File: src/rtl/uart_fb_loader.sv
// Framed UART-to-framebuffer loader: parses SYNC/CMD packets and unpacks pixels into RAM writes.
// Optional double buffering is enabled with the UART_FB_LOADER_DBUF_EN macro.
module uart_fb_loader #(
   parameter int unsigned PIX_W       = 4,
   parameter int unsigned FB_W        = 640,
   parameter int unsigned FB_H        = 480,
   parameter int unsigned ADDR_W      = 19,
   parameter logic [7:0]  SYNC_BYTE   = 8'hA5,
   parameter int unsigned TIMEOUT_CYC = 200000
) (
   input  logic              clk_sys,
   input  logic              rst_n,
   input  logic              rx_valid,
   input  logic [7:0]        rx_data,
   output logic              fb_wr,
   output logic [ADDR_W-1:0] fb_addr,
   output logic [PIX_W-1:0]  fb_data,
   output logic              busy,
   output logic              frame_done,
   output logic              err_ovf,
   output logic              err_cmd,
`ifdef UART_FB_LOADER_DBUF_EN
   output logic              fb_bank,
   output logic              wr_bank,
`endif
   output logic              err_tmo
);

   localparam int unsigned PPB    = 8 / PIX_W;
   localparam int unsigned N_PIX  = FB_W * FB_H;
   localparam int unsigned CNT_W  = ($clog2(N_PIX + 1) > 17) ? $clog2(N_PIX + 1) : 17;
   localparam int unsigned TMO_W  = $clog2(TIMEOUT_CYC + 1);
   localparam int unsigned SLOT_W = 4;

   localparam logic [3:0] S_IDLE   = 4'd0;
   localparam logic [3:0] S_CMD    = 4'd1;
   localparam logic [3:0] S_ADDR0  = 4'd2;
   localparam logic [3:0] S_ADDR1  = 4'd3;
   localparam logic [3:0] S_ADDR2  = 4'd4;
   localparam logic [3:0] S_LEN0   = 4'd5;
   localparam logic [3:0] S_LEN1   = 4'd6;
   localparam logic [3:0] S_PIX    = 4'd7;
   localparam logic [3:0] S_UNPACK = 4'd8;

   logic [3:0]        state_q, state_d;
   logic [ADDR_W-1:0] addr_q, addr_d;
   logic [CNT_W-1:0]  remain_q, remain_d;
   logic [SLOT_W-1:0] slot_q, slot_d;
   logic [7:0]        shift_q, shift_d;
   logic [TMO_W-1:0]  tmo_q, tmo_d;
   logic [23:0]       addr_acc_q, addr_acc_d;
   logic [7:0]        len_hi_q, len_hi_d;

   logic              fb_wr_d, busy_d, frame_done_d;
   logic [ADDR_W-1:0] fb_addr_d;
   logic [PIX_W-1:0]  fb_data_d;
   logic              err_ovf_d, err_cmd_d, err_tmo_d;

   logic              emit;
   logic [PIX_W-1:0]  emit_pix;
   logic              tmo_hit;
   logic [24:0]       region_last;
   logic              region_oob;

`ifdef UART_FB_LOADER_DBUF_EN
   logic full_q, full_d;
   logic fb_bank_d, wr_bank_d;
`endif

   // Last pixel address of a region request, checked against the frame size
   assign region_last = {1'b0, addr_acc_q} + {9'd0, len_hi_q, rx_data};
   assign region_oob  = region_last > 25'(N_PIX - 1);
   assign tmo_hit     = !rx_valid && (tmo_q == TMO_W'(TIMEOUT_CYC - 1));

   // Next-state and registered-output logic
   always_comb begin
      state_d      = state_q;
      addr_d       = addr_q;
      remain_d     = remain_q;
      slot_d       = slot_q;
      shift_d      = shift_q;
      tmo_d        = '0;
      addr_acc_d   = addr_acc_q;
      len_hi_d     = len_hi_q;
      fb_wr_d      = 1'b0;
      frame_done_d = 1'b0;
      fb_addr_d    = fb_addr;
      fb_data_d    = fb_data;
      err_ovf_d    = err_ovf;
      err_cmd_d    = err_cmd;
      err_tmo_d    = err_tmo;
      emit         = 1'b0;
      emit_pix     = '0;
`ifdef UART_FB_LOADER_DBUF_EN
      full_d       = full_q;
`endif

      if (state_q != S_IDLE) begin
         tmo_d = rx_valid ? '0 : tmo_q + TMO_W'(1);
      end

      case (state_q)
         S_IDLE: begin
            if (rx_valid && (rx_data == SYNC_BYTE)) begin
               state_d   = S_CMD;
               err_ovf_d = 1'b0;
               err_cmd_d = 1'b0;
               err_tmo_d = 1'b0;
            end
         end
         S_CMD: begin
            if (rx_valid) begin
               if (rx_data == 8'h01) begin
                  state_d  = S_PIX;
                  addr_d   = '0;
                  remain_d = CNT_W'(N_PIX);
`ifdef UART_FB_LOADER_DBUF_EN
                  full_d   = 1'b1;
`endif
               end else if (rx_data == 8'h02) begin
                  state_d  = S_ADDR0;
`ifdef UART_FB_LOADER_DBUF_EN
                  full_d   = 1'b0;
`endif
               end else begin
                  state_d   = S_IDLE;
                  err_cmd_d = 1'b1;
               end
            end
         end
         S_ADDR0: begin
            if (rx_valid) begin
               addr_acc_d[23:16] = rx_data;
               state_d           = S_ADDR1;
            end
         end
         S_ADDR1: begin
            if (rx_valid) begin
               addr_acc_d[15:8] = rx_data;
               state_d          = S_ADDR2;
            end
         end
         S_ADDR2: begin
            if (rx_valid) begin
               addr_acc_d[7:0] = rx_data;
               state_d         = S_LEN0;
            end
         end
         S_LEN0: begin
            if (rx_valid) begin
               len_hi_d = rx_data;
               state_d  = S_LEN1;
            end
         end
         S_LEN1: begin
            if (rx_valid) begin
               if (region_oob) begin
                  state_d   = S_IDLE;
                  err_cmd_d = 1'b1;
               end else begin
                  state_d  = S_PIX;
                  addr_d   = ADDR_W'(addr_acc_q);
                  remain_d = CNT_W'({len_hi_q, rx_data}) + CNT_W'(1);
               end
            end
         end
         S_PIX: begin
            // First pixel of the byte is written straight from the receive strobe
            if (rx_valid) begin
               emit     = 1'b1;
               emit_pix = rx_data[PIX_W-1:0];
               shift_d  = rx_data >> PIX_W;
               slot_d   = SLOT_W'(PPB - 1);
               state_d  = S_UNPACK;
            end
         end
         S_UNPACK: begin
            if (rx_valid) begin
               err_ovf_d = 1'b1;
            end
            if (remain_q == '0) begin
               state_d = S_IDLE;
            end else if (slot_q == '0) begin
               state_d = S_PIX;
            end else begin
               emit     = 1'b1;
               emit_pix = shift_q[PIX_W-1:0];
               shift_d  = shift_q >> PIX_W;
               slot_d   = slot_q - SLOT_W'(1);
            end
         end
         default: state_d = S_IDLE;
      endcase

      if (emit) begin
         fb_wr_d      = 1'b1;
         fb_addr_d    = addr_q;
         fb_data_d    = emit_pix;
         addr_d       = addr_q + ADDR_W'(1);
         remain_d     = remain_q - CNT_W'(1);
         frame_done_d = (remain_q == CNT_W'(1));
      end

      // Inter-byte silence aborts the packet; a write in flight is dropped
      if ((state_q != S_IDLE) && tmo_hit) begin
         state_d      = S_IDLE;
         err_tmo_d    = 1'b1;
         fb_wr_d      = 1'b0;
         frame_done_d = 1'b0;
      end

      busy_d = (state_d != S_IDLE);
   end

`ifdef UART_FB_LOADER_DBUF_EN
   // Bank swaps once the last write of a full frame has been issued
   always_comb begin
      fb_bank_d = fb_bank ^ (frame_done & full_q);
      wr_bank_d = ~fb_bank_d;
   end
`endif

   // State and output registers
   always_ff @(posedge clk_sys) begin
      if (!rst_n) begin
         state_q    <= S_IDLE;
         addr_q     <= '0;
         remain_q   <= '0;
         slot_q     <= '0;
         shift_q    <= '0;
         tmo_q      <= '0;
         addr_acc_q <= '0;
         len_hi_q   <= '0;
         fb_wr      <= 1'b0;
         fb_addr    <= '0;
         fb_data    <= '0;
         busy       <= 1'b0;
         frame_done <= 1'b0;
         err_ovf    <= 1'b0;
         err_cmd    <= 1'b0;
         err_tmo    <= 1'b0;
`ifdef UART_FB_LOADER_DBUF_EN
         full_q     <= 1'b0;
         fb_bank    <= 1'b0;
         wr_bank    <= 1'b1;
`endif
      end else begin
         state_q    <= state_d;
         addr_q     <= addr_d;
         remain_q   <= remain_d;
         slot_q     <= slot_d;
         shift_q    <= shift_d;
         tmo_q      <= tmo_d;
         addr_acc_q <= addr_acc_d;
         len_hi_q   <= len_hi_d;
         fb_wr      <= fb_wr_d;
         fb_addr    <= fb_addr_d;
         fb_data    <= fb_data_d;
         busy       <= busy_d;
         frame_done <= frame_done_d;
         err_ovf    <= err_ovf_d;
         err_cmd    <= err_cmd_d;
         err_tmo    <= err_tmo_d;
`ifdef UART_FB_LOADER_DBUF_EN
         full_q     <= full_d;
         fb_bank    <= fb_bank_d;
         wr_bank    <= wr_bank_d;
`endif
      end
   end

endmodule

File: config.mk
export PLATFORM = sky130hd
export DESIGN_NAME = uart_fb_loader
export DESIGN_NICKNAME = d
export VERILOG_FILES = /design/src/rtl/uart_fb_loader.sv
export SDC_FILE = /design/constraint.sdc
export NUM_CORES = 1
export LEC_CHECK = 0
export ABC_AREA = 1
export CORE_ASPECT_RATIO = 1.2
export CORE_MARGIN = 2
export CORE_UTILIZATION = 39
export CTS_CLUSTER_DIAMETER = 80
export CTS_CLUSTER_SIZE = 40
export DETAILED_ROUTE_END_ITERATION = 7
export GPL_TIMING_DRIVEN = 0
export PLACE_DENSITY = 0.6
export SYNTH_ARGS = -nofsm -noshare
export SYNTH_HDL_FRONTEND = slang
export SYNTH_SLANG_ARGS = --single-unit
File: constraint.sdc
create_clock -name clk_sys -period 4 [get_ports clk_sys]
set_input_delay 0.4 -clock clk_sys [delete_from_list [all_inputs] [get_ports clk_sys]]
set_output_delay 0.4 -clock clk_sys [all_outputs]
set_load 0.02 [all_outputs]
==> results summary <==
The run finished with clean final reports. The routed length per placed instance came out at between 15 and 20 um. The share of power burned in registers came out at 0.421. The share of the core filled with cells in the final layout is 0.4643.

The routed wire length on met3 came out at between 1 and 1.5 mm. The filler cell count in the final layout came out at between 2k and 2.5k. By area the synthesized netlist is led by sky130_fd_sc_hd__dfxtp_1, sky130_fd_sc_hd__nand2_1, sky130_fd_sc_hd__inv_1, sky130_fd_sc_hd__a21oi_1, sky130_fd_sc_hd__nor2_1. The wire length of the first global-routing pass is 38.14 mm.

The number of gates resized after CTS is 0. The number of max-cap violations is 0. The maximum ir drop on the vdd rail came out at about 280 uV. The net switching share of the total power came out at 0.2232.

The count of pins over their slew limit came to 0. After global routing the overflow that remains totals 0. Across every metal layer, demand over resource in global routing totals 0.2346. The final hold violation count is 0.

The number of flops mapped to enable cells by yosys came out at 0. No sink is reached through more buffers than the 2 on the longest clock path. The power per cell area came out at roughly 340 nW/um2. The count of standard-cell rows came out at 56.

After detailed placement, the design holds a cell count of roughly 1.5k. The die outline area came out at about 21000 um2. sky130_fd_sc_hd__nand2_1 is the most common cell in the netlist. The total wirelength of the detailed-routed design came out at between 20 and 25 mm. The later-pin clock latency in the skew report is between 400 and 500 ps. In this run the most critical hold path is launched from tmo_q[0]$_SDFF_PP0_.

The residual antenna-violating net count after detailed routing came out at 0. The fraction of the cycle the final worst path needs is 0.9172. The number of top-level pins came out at 40. The clock transition at the registers of the reported paths is 60 ps.

sky130_fd_sc_hd__dfxtp_1 takes more of the synthesized area than any other cell. The number of buffers and inverters on the critical path is 4. By startpoint and endpoint, the worst setup path is classified as in2reg. The setup clock skew after layout came out at 7.054 ps. CTS built an H-tree with a depth of 4.

The number of failing setup endpoints in the final timing report came out at 0. The number of setup buffers added after CTS is 0. For this run, the number of standard cells in the final layout without fillers is about 1.5k. The clock root buffer is sky130_fd_sc_hd__clkbuf_16. The total area of sequential cells came out at approximately 2600 um2. The cell-internal power is roughly 2.4 mW. Setup repair after global routing left no endpoint under its margin.

The commonest cells after synthesis are sky130_fd_sc_hd__nand2_1, sky130_fd_sc_hd__inv_1, sky130_fd_sc_hd__nor2_1. Of the total power, combinational logic draws 0.036. The number of warning messages in the yosys log is 0.

The endpoint arrival time on the critical path is 3970 ps. The number of hold buffers added after cts came out at 0. After synthesis the netlist holds a flip-flop and latch count of about 130. The share of total power dissipated in the clock network is 0.543.

In the synthesized netlist the async set-or-reset flop fraction comes to 0. The quantity of I/O buffers inserted on ports is 38. Among all flip-flop cells after synthesis, the most frequent one is sky130_fd_sc_hd__dfxtp_1.

The detailed-route via count is 7774. The number of nets at the end of the flow came out at around 1.3k. Compared with the post-synthesis result, the final layout area differs by 17.30%. STA classifies the critical path endpoint as a flip-flop. The worst register-to-register path begins at addr_acc_q[0]$_SDFFE_PN0P_.

The worst setup path startpoint is rx_data[0]. The detailed placement HPWL is ~18 mm. The synthesized area per cell is between 6 and 7 um2. In this run, distinct cell masters in the synthesized netlist total between 50 and 60.

In this run the worst hold path is classified as reg2reg. The largest individual stage delay along the critical path comes from the cell sky130_fd_sc_hd__clkdlybuf4s50_1. The sequential area share after synthesis came out at 0.3350.

The DRC violation count after routing came out at 0. The minimum clock period after layout came out at 3669 ps. The total met2 wirelength after detailed routing came out at about 11 mm.

The total routed wire length on the met1 layer is 10.62 mm. The synthesized instance count came out at about 1.2k. The combined area of all synthesized cells came out at 7710 um2.

The tightest slew margin relative to the limit came out at 0.3032. The maximum fanout count along the critical path came out at 10. In this run the power spent charging and discharging nets is between 600 and 700 uW. In the final layout, the share of cells above drive strength 1 is 0.07556. The cell family with the largest share of critical-path delay is simple AND/OR/NAND/NOR gates.

For this block, the initial DRC count from the detailed router was around 640. Traced cell by cell, the critical path runs through clkdlybuf4s50_1, ha_1, inv_1, fa_1, inv_1, nand2_1, nand2_1, nand3_1, nand2_1, nand2_2, nand2_4, nand4_1, nand2_1, nand2_1, nor2_1, nand3_1, nand2_2, nor2_4, nor2_8, buf_2, a21oi_1. The maximum clock frequency is roughly 270 MHz. The effective utilization at floorplan came out at 0.3958. Summing internal, switching and leakage power gives ~3.1 mW.

The number of buffers created by CTS is 17. In this run the top signal layer used is met4. When the netlist entered floorplanning its net count stood at ~1.2k. The number of detailed-route iterations in the first pass came out at 6. The clock sink total is between 100 and 150. TritonCTS built the clock tree.

The leakage power total is around 3.8 nW. At the pin with the least slew margin, the transition time is 1037 ps. The most numerous cell type found on the critical path is sky130_fd_sc_hd__nand2_1. Entering global routing, the biggest net connects 17 pins. The number of antenna violations at the first check in global routing came out at 0. The placeable core region is a little under 20000 um2. Routability-driven placement finished with a final weighted congestion of between 0.9 and 1. The area share of the leading cell type in the synthesized netlist came out at 0.3350. The number of global-route vias before repair came out at around 7.3k.

The nature of the critical path startpoint is an input pin. After detailed routing, the number of vias per cell comes to between 5 and 6. The die span in y is about 160 um. The data required time at the worst endpoint is 4300 ps.

The horizontal die dimension is 132.4 um. The number of antenna diodes in the final layout is 0. The area of the multi-input gates came out at ~4200 um2. The maximum single-stage delay on the critical path came out at around 850 ps.
-- sequential cells by signal, indices dropped and copies added, names as in the netlist --
name,flops
fb_data,4
err_cmd,1
tmo_q,18
addr_acc_q,24
remain_q,19
fb_addr,19
state_q,4
fb_wr,1
busy,1
err_tmo,1
slot_q,4
frame_done,1
shift_q,4
addr_q,19
err_ovf,1
len_hi_q,8
-- power groups by stage --
| stage | logic, mW | clock network, mW | registers (mW) |
|---|---|---|---|
| after CTS | 0.109 | 1.67 | 1.29 |
| after global placement | 0.108 | 0 | 1.32 |
| after global routing | 0.119 | 1.73 | 1.29 |
| final | 0.109 | 1.66 | 1.29 |
| after floorplan | 0.0613 | 0 | 1.32 |
| after detailed placement | 0.109 | 0 | 1.32 |
-- logic make-up after synthesis --
logic type / synth area share
AND/OR/NAND/NOR: 0.2929
buffers and inverters: 0.1142
flip-flops: 0.3350
AO/OA/AOI/OAI: 0.1886
XOR/XNOR: 0.02613
adder cells (fa/ha/maj): 0.04317
-- final timing paths --
path / cells past startpoint / to / slack (ps)
max: 21 / remain_q[2]$_SDFFE_PN0P_ / 330
min: 1 / tmo_q[0]$_SDFF_PP0_ / 450
max reg2reg: 20 / remain_q[2]$_SDFFE_PN0P_ / 900
min reg2reg: 1 / tmo_q[0]$_SDFF_PP0_ / 450
-- stage by stage --
step                      setup slack, ps  hold slack (ps)  instance area, um2  TNS (ps)
after floorplan                      1440            417.5                7710         0
after global placement             -37.90            435.5                8417    -129.9
after CTS                           326.6            453.3                9044         0
after detailed placement           -113.3            444.6                8417     -1237
after global routing                66.45            478.3                9044         0
final                               331.1            447.9                9044         0
-- metal layers --
metal  global-route usage  up-vias
li1                     -     3947
met3              0.03714       52
met4               0.1126        0
met1               0.2852     3572
met2               0.4059      203
met5                    0        -
-- final cells by class --
type / count / share of cell area
Multi-Input combinational cell: 827 / 0.4696
Sequential cell: 129 / 0.2856
Clock buffer: 18 / 0.04856
Inverter: 176 / 0.07360
Buffer: 42 / 0.02380
Tap cell: 261 / 0.03611
Clock inverter: 14 / 0.02075
Timing Repair Buffer: 38 / 0.04206
-- cell usage in the layout, fill, tap and decap left out, types with 8 or more instances in the layout --
cell type                         instances
sky130_fd_sc_hd__nor4_1                  12
sky130_fd_sc_hd__clkbuf_16               17
sky130_fd_sc_hd__clkdlybuf4s50_1         38
sky130_fd_sc_hd__o21ai_0                 86
sky130_fd_sc_hd__ha_1                    25
sky130_fd_sc_hd__nand4_1                 15
sky130_fd_sc_hd__o22ai_1                  8
sky130_fd_sc_hd__o21ai_1                 27
sky130_fd_sc_hd__a21oi_1                105
sky130_fd_sc_hd__xor2_1                  17
sky130_fd_sc_hd__nor2_1                 135
sky130_fd_sc_hd__clkbuf_1                26
sky130_fd_sc_hd__nor2_4                   8
sky130_fd_sc_hd__nand2_1                235
sky130_fd_sc_hd__inv_1                  159
sky130_fd_sc_hd__dfxtp_1                129
sky130_fd_sc_hd__inv_2                   12
sky130_fd_sc_hd__nor3_1                  18
sky130_fd_sc_hd__nand3_1                 62
(Power assumes the default switching activity.)
